[config.mk]
export PLATFORM = sky130hd
export DESIGN_NAME = vga_timing_gen
export DESIGN_NICKNAME = d
export VERILOG_FILES = /design/src/rtl/vga_timing_gen.sv
export SDC_FILE = /design/constraint.sdc
export NUM_CORES = 1
export LEC_CHECK = 0
export BUFFER_PORTS_ARGS = -buffer_cell sky130_fd_sc_hd__buf_2
export CAP_MARGIN = 10
export CORE_ASPECT_RATIO = 0.8
export CORE_UTILIZATION = 45
export DETAILED_ROUTE_END_ITERATION = 10
export GPL_ROUTABILITY_DRIVEN = 0
export GPL_TIMING_DRIVEN = 0
export MAX_ROUTING_LAYER = met4
export PLACE_DENSITY = 0.72
export SLEW_MARGIN = 30
export SYNTH_ARGS = -nofsm -noshare
export SYNTH_HDL_FRONTEND = slang
export SYNTH_SLANG_ARGS = --single-unit
[constraint.sdc]
create_clock -name clk -period 3.1 [get_ports clk]
set_clock_uncertainty 0.05 [all_clocks]
set_input_delay 0.31 -clock clk [delete_from_list [all_inputs] [get_ports clk]]
set_output_delay 0.31 -clock clk [all_outputs]
set_load 0.02 [all_outputs]
[src/rtl/vga_timing_gen.sv]
// Parametrised VGA raster timing generator: prescaled pixel counter, x/y raster
// position, sync/blank decode, line/frame strobes and a frame counter.
`timescale 1ns/1ps

module vga_timing_gen #(
    parameter int unsigned H_ACTIVE = 640,
    parameter int unsigned H_FP     = 16,
    parameter int unsigned H_SYNC   = 96,
    parameter int unsigned H_BP     = 48,
    parameter int unsigned V_ACTIVE = 480,
    parameter int unsigned V_FP     = 10,
    parameter int unsigned V_SYNC   = 2,
    parameter int unsigned V_BP     = 33,
    parameter int unsigned CLK_DIV  = 4,
    parameter int unsigned HS_POL   = 0,
    parameter int unsigned VS_POL   = 0,
    parameter int unsigned CW       = 10,
    parameter int unsigned FCW      = 8
) (
    input  logic           clk,
    input  logic           rst_n,
    input  logic           en,
    output logic           HS,
    output logic           VS,
    output logic [CW-1:0]  x,
    output logic [CW-1:0]  y,
    output logic           blank,
    output logic           pix_en,
    output logic           newline,
    output logic           newframe,
    output logic           endframe,
    output logic [FCW-1:0] frame_cnt
);

    localparam int unsigned H_TOTAL  = H_ACTIVE + H_FP + H_SYNC + H_BP;
    localparam int unsigned V_TOTAL  = V_ACTIVE + V_FP + V_SYNC + V_BP;
    localparam int unsigned HS_START = H_ACTIVE + H_FP;
    localparam int unsigned HS_END   = H_ACTIVE + H_FP + H_SYNC;
    localparam int unsigned VS_START = V_ACTIVE + V_FP;
    localparam int unsigned VS_END   = V_ACTIVE + V_FP + V_SYNC;
    localparam int unsigned PW       = (CLK_DIV > 1) ? $clog2(CLK_DIV) : 1;

    localparam logic [PW-1:0] P_LAST = PW'(CLK_DIV - 1);
    localparam logic [CW-1:0] X_LAST = CW'(H_TOTAL - 1);
    localparam logic [CW-1:0] Y_LAST = CW'(V_TOTAL - 1);
    localparam logic          HS_ON  = 1'(HS_POL);
    localparam logic          VS_ON  = 1'(VS_POL);

    // Reject configurations whose counters or fields cannot be represented.
    if (H_ACTIVE == 0 || H_FP == 0 || H_SYNC == 0 || H_BP == 0 ||
        V_ACTIVE == 0 || V_FP == 0 || V_SYNC == 0 || V_BP == 0 ||
        CLK_DIV == 0 || CW == 0 || CW > 31 || FCW == 0 ||
        HS_POL > 1 || VS_POL > 1 ||
        64'(H_TOTAL) > (64'd1 << CW) || 64'(V_TOTAL) > (64'd1 << CW)) begin : g_bad_param
        $fatal(1, "vga_timing_gen: invalid parameter set");
    end

    logic [PW-1:0]  p_q, p_d;
    logic [CW-1:0]  x_q, x_d;
    logic [CW-1:0]  y_q, y_d;
    logic           hs_q, hs_d;
    logic           vs_q, vs_d;
    logic           blank_q, blank_d;
    logic           pix_en_q, pix_en_d;
    logic           newline_q, newline_d;
    logic           newframe_q, newframe_d;
    logic           endframe_q, endframe_d;
    logic [FCW-1:0] fc_q, fc_d;
    logic           tick_c;

    // Reset parks every counter on its last value so the first enabled clk
    // wraps straight onto the frame origin.
    always_ff @(posedge clk or negedge rst_n) begin
        if (!rst_n) begin
            p_q        <= P_LAST;
            x_q        <= X_LAST;
            y_q        <= Y_LAST;
            hs_q       <= ~HS_ON;
            vs_q       <= ~VS_ON;
            blank_q    <= 1'b1;
            pix_en_q   <= 1'b0;
            newline_q  <= 1'b0;
            newframe_q <= 1'b0;
            endframe_q <= 1'b0;
            fc_q       <= '1;
        end else begin
            p_q        <= p_d;
            x_q        <= x_d;
            y_q        <= y_d;
            hs_q       <= hs_d;
            vs_q       <= vs_d;
            blank_q    <= blank_d;
            pix_en_q   <= pix_en_d;
            newline_q  <= newline_d;
            newframe_q <= newframe_d;
            endframe_q <= endframe_d;
            fc_q       <= fc_d;
        end
    end

    // Counter advance; outputs decode the next position so they line up with x/y.
    always_comb begin
        p_d        = p_q;
        x_d        = x_q;
        y_d        = y_q;
        hs_d       = hs_q;
        vs_d       = vs_q;
        blank_d    = blank_q;
        fc_d       = fc_q;
        tick_c     = en & (p_q == P_LAST);

        if (tick_c) begin
            p_d = '0;
            if (x_q == X_LAST) begin
                x_d = '0;
                y_d = (y_q == Y_LAST) ? '0 : y_q + CW'(1);
            end else begin
                x_d = x_q + CW'(1);
            end
        end else if (en) begin
            p_d = p_q + PW'(1);
        end

        if (en) begin
            hs_d    = ((x_d >= CW'(HS_START)) && (x_d < CW'(HS_END))) ? HS_ON : ~HS_ON;
            vs_d    = ((y_d >= CW'(VS_START)) && (y_d < CW'(VS_END))) ? VS_ON : ~VS_ON;
            blank_d = (x_d >= CW'(H_ACTIVE)) || (y_d >= CW'(V_ACTIVE));
        end

        pix_en_d   = tick_c;
        newline_d  = tick_c & (x_d == '0);
        newframe_d = newline_d & (y_d == '0);
        endframe_d = newline_d & (y_d == CW'(V_ACTIVE));

        if (newframe_d) begin
            fc_d = fc_q + FCW'(1);
        end
    end

    assign HS        = hs_q;
    assign VS        = vs_q;
    assign x         = x_q;
    assign y         = y_q;
    assign blank     = blank_q;
    assign pix_en    = pix_en_q;
    assign newline   = newline_q;
    assign newframe  = newframe_q;
    assign endframe  = endframe_q;
    assign frame_cnt = fc_q;

endmodule

Word level (Yosys, flattened, before mapping)
Index checks and enable logic that the tools add are counted.
- register bits: 37
- bits of input ports: 3
- output and inout bits: 35
- logic and storage cells: 44
- add/sub/neg operators: 4
- magnitude comparators: 6
- equal/unequal tests: 4
- multiplexer cells: 9
- bitwise operators: 4
- reductions and logical operators: 6
- operators by type and width (kind ; number):
    10-bit 2-to-1 mux ; 5
    10-bit by 1-bit adder with 10-bit output, second input constant ; 2
    10-bit equality test, second input constant ; 2
    10-bit greater-or-equal comparator, second input constant ; 2
    10-bit by 9-bit greater-or-equal comparator with 1-bit output, second input constant ; 2
    10-bit zero test ; 2
    10-bit by 9-bit equality test with 1-bit output, second input constant ; 1
    10-bit less-than comparator, second input constant ; 1
    10-bit by 9-bit less-than comparator with 1-bit output, second input constant ; 1
    8-bit by 1-bit adder with 8-bit output, second input constant ; 1
    1-bit AND ; 4
    2-bit 2-to-1 mux ; 2
    2-bit by 1-bit adder with 2-bit output, second input constant ; 1
    2-bit equality test, second input constant ; 1
    1-bit logical AND ; 2
    1-bit 2-to-1 mux ; 2
    2-bit nonzero test ; 1
    1-bit logical OR ; 1

Logic depth before layout (Yosys ltp)
Gate-level depths: netlist (run 1).
- word-level depth: 7
- mapped depth: 10
- depth with buffers taken out: 9

Worst setup path after synthesis (run 1)
Ideal clock, no wire load.
- kind: reg2reg
- from: register x_q[0] (netlist: x[0])
- to: register fc_q[1] (netlist: frame_cnt[1])
- setup time: 82 ps
- arrival time: 3335 ps
- data required time: 2968 ps
- setup slack: -368 ps
- cell stages (with the launch flop): 9
- buffers on the path: 0
- clock period less this slack: 3468 ps
- cell sequence: dfstp_2 -> ha_1 -> or4b_4 -> or4_4 -> nor3_1 -> mux2_2 -> nor4_4 -> nand2_2 -> mux2_4
- elaborated cells on any way between the ends: 10
- classes of those cells: add/sub: 1; eq/ne: 1; mux: 4; bitwise: 2; reduce/logical: 2
- RTL lines (item ; line ; RTL):
    start, declared ; 59 ; logic [CW-1:0] x_q, x_d;
    start signal, assigned ; 76 ; x_q <= X_LAST;
    start signal, assigned ; 88 ; x_q <= x_d;
    10-bit equality test ; 114 ; if (x_q == X_LAST) begin
    10-bit 2-to-1 mux ; 114 ;
    10-bit 2-to-1 mux ; 112 ; if (tick_c) begin
    via y_d[4] ; 60 ; logic [CW-1:0] y_q, y_d;
    10-bit zero test ; 132 ; newframe_d = newline_d & (y_d == '0);
    1-bit AND ; 132 ;
    end signal, assigned ; 85 ; fc_q <= '1;
    end signal, assigned ; 97 ; fc_q <= fc_d;
    end, declared ; 68 ; logic [FCW-1:0] fc_q, fc_d;
The timed path passes the listed nets, and every way through them passes these cells.
A chain may end at the register's enable or synchronous reset.

Worst setup path in the final report (run 1)
- from: register x_q[0] (netlist: x[0])
- to: register vs_q (netlist: VS)
- cells in the longest elaborated chain, start to end: 6
- elaborated cells on any way between the ends: 7
- classes of those cells: order compare: 2; eq/ne: 1; mux: 3; reduce/logical: 1
- RTL lines (item ; line ; RTL):
    10-bit equality test * ; 114 ;
    10-bit 2-to-1 mux * ; 114 ;
    10-bit 2-to-1 mux * ; 112 ;
    10-bit by 9-bit greater-or-equal comparator with 1-bit output / 10-bit by 9-bit less-than comparator with 1-bit output (equally long branches) ; 126 ; vs_d = ((y_d >= CW'(VS_START)) && (y_d < CW'(VS_END))) ? VS_ON : ~VS_ON;
    1-bit logical AND * ; 126 ;
    1-bit 2-to-1 mux * ; 126 ;
    end signal, assigned ; 79 ; vs_q <= ~VS_ON;
    end signal, assigned ; 91 ; vs_q <= vs_d;
    end, declared ; 62 ; logic vs_q, vs_d;
Every way passes the cells marked *; elsewhere a longest branch is shown, timed or not.

==> results of run 1 <==
## layout by cell type (no fill, tap or decap), types with 7 or more instances in the layout
cell type and instances:
buf_2 37, dfstp_2 23, nand2_1 19, dfrtp_1 14, o21ai_0 11, nand4_1 10, xnor2_1 10, inv_1 9
nor2_1 7, buf_4 7
## cell families (layout without fill, tap and decap cells)
kind of cell,after synthesis,after routing,share of synthesized area
flops,37,37,0.448
fa+ha+maj,5,5,0.0293
xor+xnor,14,14,0.0575
buf+inv,15,69,0.0346
mux,4,4,0.0229
simple gates,92,92,0.271
compound gates,42,42,0.137
## synth_stat cells, types with 2 or more instances
| library cell | instances | area [µm²] |
|---|---|---|
| mux2_2 | 3 | 33.8 |
| ha_1 | 5 | 62.6 |
| xor2_1 | 4 | 35.0 |
| nand3_1 | 7 | 35.0 |
| and3_1 | 6 | 37.5 |
| nand4_1 | 10 | 62.6 |
| or4_1 | 4 | 30.0 |
| nor2_1 | 7 | 26.3 |
| or4b_4 | 2 | 27.5 |
| inv_1 | 9 | 33.8 |
| a21boi_0 | 2 | 15.0 |
| dfstp_2 | 23 | 604 |
| a21oi_1 | 4 | 20.0 |
| nand2_1 | 19 | 71.3 |
| dfrtp_1 | 14 | 350 |
| xnor2_1 | 10 | 87.6 |
| clkbuf_1 | 3 | 11.3 |
| and4_1 | 4 | 35.0 |
| o21ai_0 | 13 | 65.1 |
| or3_1 | 3 | 18.8 |
| and2_1 | 8 | 50.1 |
| nor3_1 | 6 | 30.0 |
| nand2_2 | 2 | 12.5 |
| o31ai_1 | 6 | 45.0 |
| a31oi_1 | 4 | 25.0 |
| nor4_1 | 4 | 25.0 |
## metal layers
| layer | share of wire | track usage | wire length, µm | vias up |
|---|---|---|---|---|
| li1 | - | - | - | 883 |
| met1 | 0.51 | 0.314 | 2430 | 840 |
| met2 | 0.43 | 0.293 | 2040 | 57 |
| met3 | 0.057 | 0.0391 | 272 | 4 |
| met4 | 0.0065 | 0.0841 | 31 | 0 |
| met5 | 0 | - | 0 | - |
## registers in the layout (all words and copies together), names as in the netlist, 2 cells and up
signal / count
frame_cnt: 8
x: 10
p_q: 2
y: 10
## area by class of cell
type                       count  area share
multi-input combinational    157       0.447
buffer                         5      0.0142
inverter                       9      0.0128
tap                           60      0.0284
clock buffer                   5      0.0260
timing repair buffer          47       0.103
sequential                    37       0.361
clock inverter                 3     0.00804
## critical path, stage by stage, from the launching register on
cell and delay (ps):
dfstp_2 570, ha_4 130, or4b_4 500, or4_4 510
buf_6 180, or3_1 370, and2_4 180, nor4_4 310
and4_1 240, a21oi_1 70
## how the worst max path moves through the flow
stage                                     to  slack, ps  cells past startpoint
floorplan           frame_cnt[1]$_DFFE_PN1P_       -120                      8
global placement    frame_cnt[1]$_DFFE_PN1P_       -440                      9
detailed placement  frame_cnt[1]$_DFFE_PN1P_       -450                      9
CTS                 frame_cnt[1]$_DFFE_PN1P_       -100                      9
global route        frame_cnt[4]$_DFFE_PN1P_       -210                     10
finish                        VS$_DFFE_PN1P_       -100                      9
## through the flow
stage	utilization	total power [mW]	hold slack, ps	area (µm²)	worst slack (ps)
after floorplan	-	0.792	-35.6	2170	-117
after global placement	0.532	0.863	396	2430	-436
after detailed placement	0.532	0.870	397	2430	-454
after CTS	0.566	1.24	73.3	2590	-98.8
after global routing	0.579	1.32	125	2650	-206
final	0.579	1.25	42.0	2650	-99.1
## power by group
part / internal [mW] / switching (mW) / total, mW
clock: 0.159 / 0.184 / 0.344
sequential: 0.555 / 0.0507 / 0.606
combinational: 0.132 / 0.167 / 0.300
## timing repair
action                                 4_1_cts  5_1_grt
hold buffers                                 0        0
setup endpoints to repair                   12       12
buffers inserted                             7        3
gates resized for setup                      4        8
pin swaps                                    6        6
endpoints found under the hold margin        0        0
==> flow_summary.json, run 1 <==
{
  "cts.sinks": 37,
  "crit_path_end_kind": "register",
  "final_hold_viol_count": 0,
  "wl_per_cell_um": 14.8,
  "period_minus_slack_ps": 3200,
  "rsz0062_at_grt": "yes",
  "synth_nets": 217,
  "cp.required_ps": 3260,
  "routed_via_density": 5.52,
  "criticalPathCategory": "register to register",
  "ctsLongestPathBuffers": 2,
  "final_cells": 323,
  "avgSynthCellArea_um2": 10.2,
  "grt_pass1_vias": 1703,
  "ios": 38,
  "drive_gt1_frac": 0.414,
  "ys_ff_latch": 37,
  "power_per_cell_area_nw_per_um2": 472,
  "violations": "negative setup slack",
  "first_pass_iters": 4,
  "clk_pin_slew_ps": 80,
  "coreArea_um2": 4570,
  "final.fill_count": 425,
  "grt_overflow": 0,
  "worst_setup_path_start_kind": "register",
  "worstReg2RegStart": "x[0]$_DFF_PN1_",
  "critical_path.max_fanout": 10,
  "vdd_drop_max_mv": 0.246,
  "htree_levels": 2,
  "grt_max_degree": 38,
  "fin_nets": 270,
  "multi_input_area_um2": 1180,
  "antenna_cells": 0,
  "hpwl_um": 3360,
  "insertion_delay_ps": 300,
  "power_leakage_nw": 1.20,
  "dp.cells": 306,
  "cts_tree": "done",
  "yosysUniqueCellTypes": 53,
  "fp.dieArea_um2": 5020,
  "fin_setup_tns_ps": -450,
  "setup_viol": 9,
  "cts_made_buffers": 5,
  "synth_edf_count": 0,
  "drv_slew": 0,
  "arrival_ps": 3360,
  "antenna_found_initial": 0,
  "setup_slack_ps": -99.1,
  "dieHeight_um": 63.6,
  "hold_path.class": "input port to async pin",
  "routed-via-count": 1784,
  "portBuffers": 37,
  "seqCellArea_um2": 955,
  "rr_endpoint": "VS$_DFFE_PN1P_",
  "synth_warnings": 0,
  "initial_utilization": 0.467,
  "synthFlopType": "dfstp_2",
  "grt_use_total": 0.216,
  "yosysSeqAreaShare": 0.448,
  "status": "finished, violations left",
  "root_buffer": "clkbuf_8",
  "placementRows": 22,
  "wl_um": 4780,
  "startpoint": "x[0]$_DFF_PN1_",
  "clock.fmax_mhz": 313,
  "drc": 0,
  "drv_cap": 0,
  "fin_crit_sh": 1.03,
  "reg2reg_depth": 9,
  "worst_slew_pin_slew_ps": 785,
  "areaGrowthSynthToFinish_pct": 24.1,
  "synthArstFlopShare": 1.00,
  "netlist_instances": 209,
  "detail-route-antenna-nets": 0,
  "drtIter0Drc": 110,
  "timing.slew.headroom": 0.477,
  "grt_pass1_wl_um": 8100,
  "die_x_um": 79.0,
  "r2r_setup_slack_ps": -100,
  "mappedNetlistArea_um2": 2130
}
(Power assumes the default switching activity.)
==> run 2, diff against run 1 <==
CORE_UTILIZATION = 52   (was 45)
CTS_BUF_LIST = sky130_fd_sc_hd__clkbuf_8   (was not set)
PLACE_DENSITY = 0.81   (was 0.72)
==> run 2 against run 1 <==
Effect of this change:
- the run still ends with negative setup slack left
- combinational power shrank 2%
- utilization up 10 points
- design area shrank 0.43%
- critical path depth fell by 1
- clock-buffer cell count is the same
- largest cell class unchanged
==> flow_summary.json, run 2 (synthesis gave the netlist of run 1 again) <==
{
  "status": "finished, violations left",
  "violations": "negative setup slack",
  "fin_crit_sh": 1.03,
  "startpoint": "x[0]$_DFF_PN1_",
  "design_area_um2": 2630,
  "drtIter0Drc": 280,
  "hpwl_um": 3380,
  "cts_made_buffers": 5,
  "routed-via-count": 1856,
  "areaGrowthSynthToFinish_pct": 23.5,
  "final_cells": 316,
  "final_hold_viol_count": 0,
  "multi_input_area_um2": 1180,
  "final_cell_mix": "buf_2, dfstp_2, nand2_1, dfrtp_1",
  "placementRows": 20,
  "rsz0062_at_grt": "yes",
  "drc": 0,
  "postCtsHoldBufs": 0,
  "setup_viol": 5,
  "setup_slack_ps": -105,
  "crit_path_end_kind": "register",
  "timing.slew.headroom": 0.477,
  "wl_per_cell_um": 15.9,
  "die_x_um": 73.6,
  "drive_gt1_frac": 0.414,
  "root_buffer": "clkbuf_8",
  "grt_max_degree": 38,
  "ios": 38,
  "hold_path.class": "input port to async pin",
  "grt_overflow": 0,
  "insertion_delay_ps": 300,
  "worstReg2RegStart": "x[0]$_DFF_PN1_",
  "drv_cap": 0,
  "cp.required_ps": 3260,
  "fin_nets": 268,
  "seqCellArea_um2": 955,
  "critical_path.max_fanout": 5,
  "power_leakage_nw": 1.20,
  "initial_utilization": 0.553,
  "arrival_ps": 3370,
  "final.fill_count": 319,
  "final_common_cell": "buf_2",
  "dp.cells": 301,
  "cts_tree": "done",
  "antenna_cells": 0,
  "drv_slew": 0,
  "first_pass_iters": 4,
  "cts.sinks": 37,
  "wl_um": 5030,
  "clock.fmax_mhz": 312,
  "grt_pass1_wl_um": 8060,
  "placed_cell_area_um2": 2430,
  "worst_setup_path_start_kind": "register",
  "grt_use_total": 0.262,
  "fp.dieArea_um2": 4360,
  "power_per_cell_area_nw_per_um2": 495,
  "coreArea_um2": 3850,
  "vdd_drop_max_mv": 0.319,
  "hold_slack_ps": 43.3,
  "criticalPathCategory": "register to register",
  "htree_levels": 2,
  "clk_pin_slew_ps": 70,
  "dieHeight_um": 59.3,
  "antenna_found_initial": 0,
  "detail-route-antenna-nets": 0,
  "period_minus_slack_ps": 3200,
  "ctsLongestPathBuffers": 2,
  "grt_pass1_vias": 1629,
  "worst_slew_pin_slew_ps": 784,
  "portBuffers": 37,
  "routed_via_density": 5.87
}
[run 2: timing repair]
| item | 4_1_cts | 5_1_grt |
|---|---|---|
| buffers inserted | 6 | 2 |
| pin swaps | 4 | 3 |
| gates resized for setup | 1 | 11 |
| setup endpoints to repair | 12 | 12 |
| hold endpoints to repair | 0 | 0 |
[run 2: worst paths after layout]
| check | cells past startpoint | slack, ps | to |
|---|---|---|---|
| max | 8 | -100 | VS$_DFFE_PN1P_ |
| min in group clk | 4 | 360 | x[0]$_DFF_PN1_ |
| max in group asynchronous | 1 | 2450 | x[7]$_DFF_PN0_ |
| max reg2reg | 8 | -100 | VS$_DFFE_PN1P_ |
| min | 1 | 40 | y[0]$_DFF_PN0_ |
| min reg2reg | 2 | 410 | blank$_DFFE_PN1P_ |
[run 2: metal layers]
layer  share of wire  wire length [µm]  GRT usage  vias up
met5               0                 0          -        -
met4          0.0091                46     0.0797        0
met3           0.073               365     0.0629        6
met2            0.45              2270      0.376       71
met1            0.47              2350      0.369      898
li1                -                 -          -      881
[run 2: through the flow]
| stage | utilization | setup TNS [ps] | power [mW] | worst slack (ps) |
|---|---|---|---|---|
| 6_report | 0.683 | -280 | 1.30 | -105 |
| 5_1_grt | 0.683 | -1110 | 1.36 | -172 |
| 4_1_cts | 0.669 | -255 | 1.30 | -81.3 |
| 3_5_place_dp | 0.630 | -3020 | 0.870 | -424 |
| 3_3_place_gp | 0.630 | -2880 | 0.864 | -423 |
| 2_1_floorplan | - | -130 | 0.792 | -117 |
[run 2: cell type report]
class / count / area share
Multi-Input combinational cell: 157 / 0.448
Sequential cell: 37 / 0.362
Inverter: 9 / 0.0128
Tap cell: 55 / 0.0261
Timing Repair Buffer: 45 / 0.0960
Buffer: 5 / 0.0143
Clock inverter: 3 / 0.0147
Clock buffer: 5 / 0.0261
[run 2: critical path, cell delays in order (launching register included)]
cell	delay (ps)
dfstp_2	570
ha_4	130
or4b_4	490
or4_4	500
or4_4	550
and2_4	190
nor4_4	320
and4_1	250
a21oi_1	70
[run 2: where the power goes]
group / leakage, nW / switching [mW] / internal, mW
Combinational: 0.722 / 0.170 / 0.124
Sequential: 0.423 / 0.0494 / 0.555
Clock: 0.0593 / 0.171 / 0.235
Total: 1.20 / 0.390 / 0.915
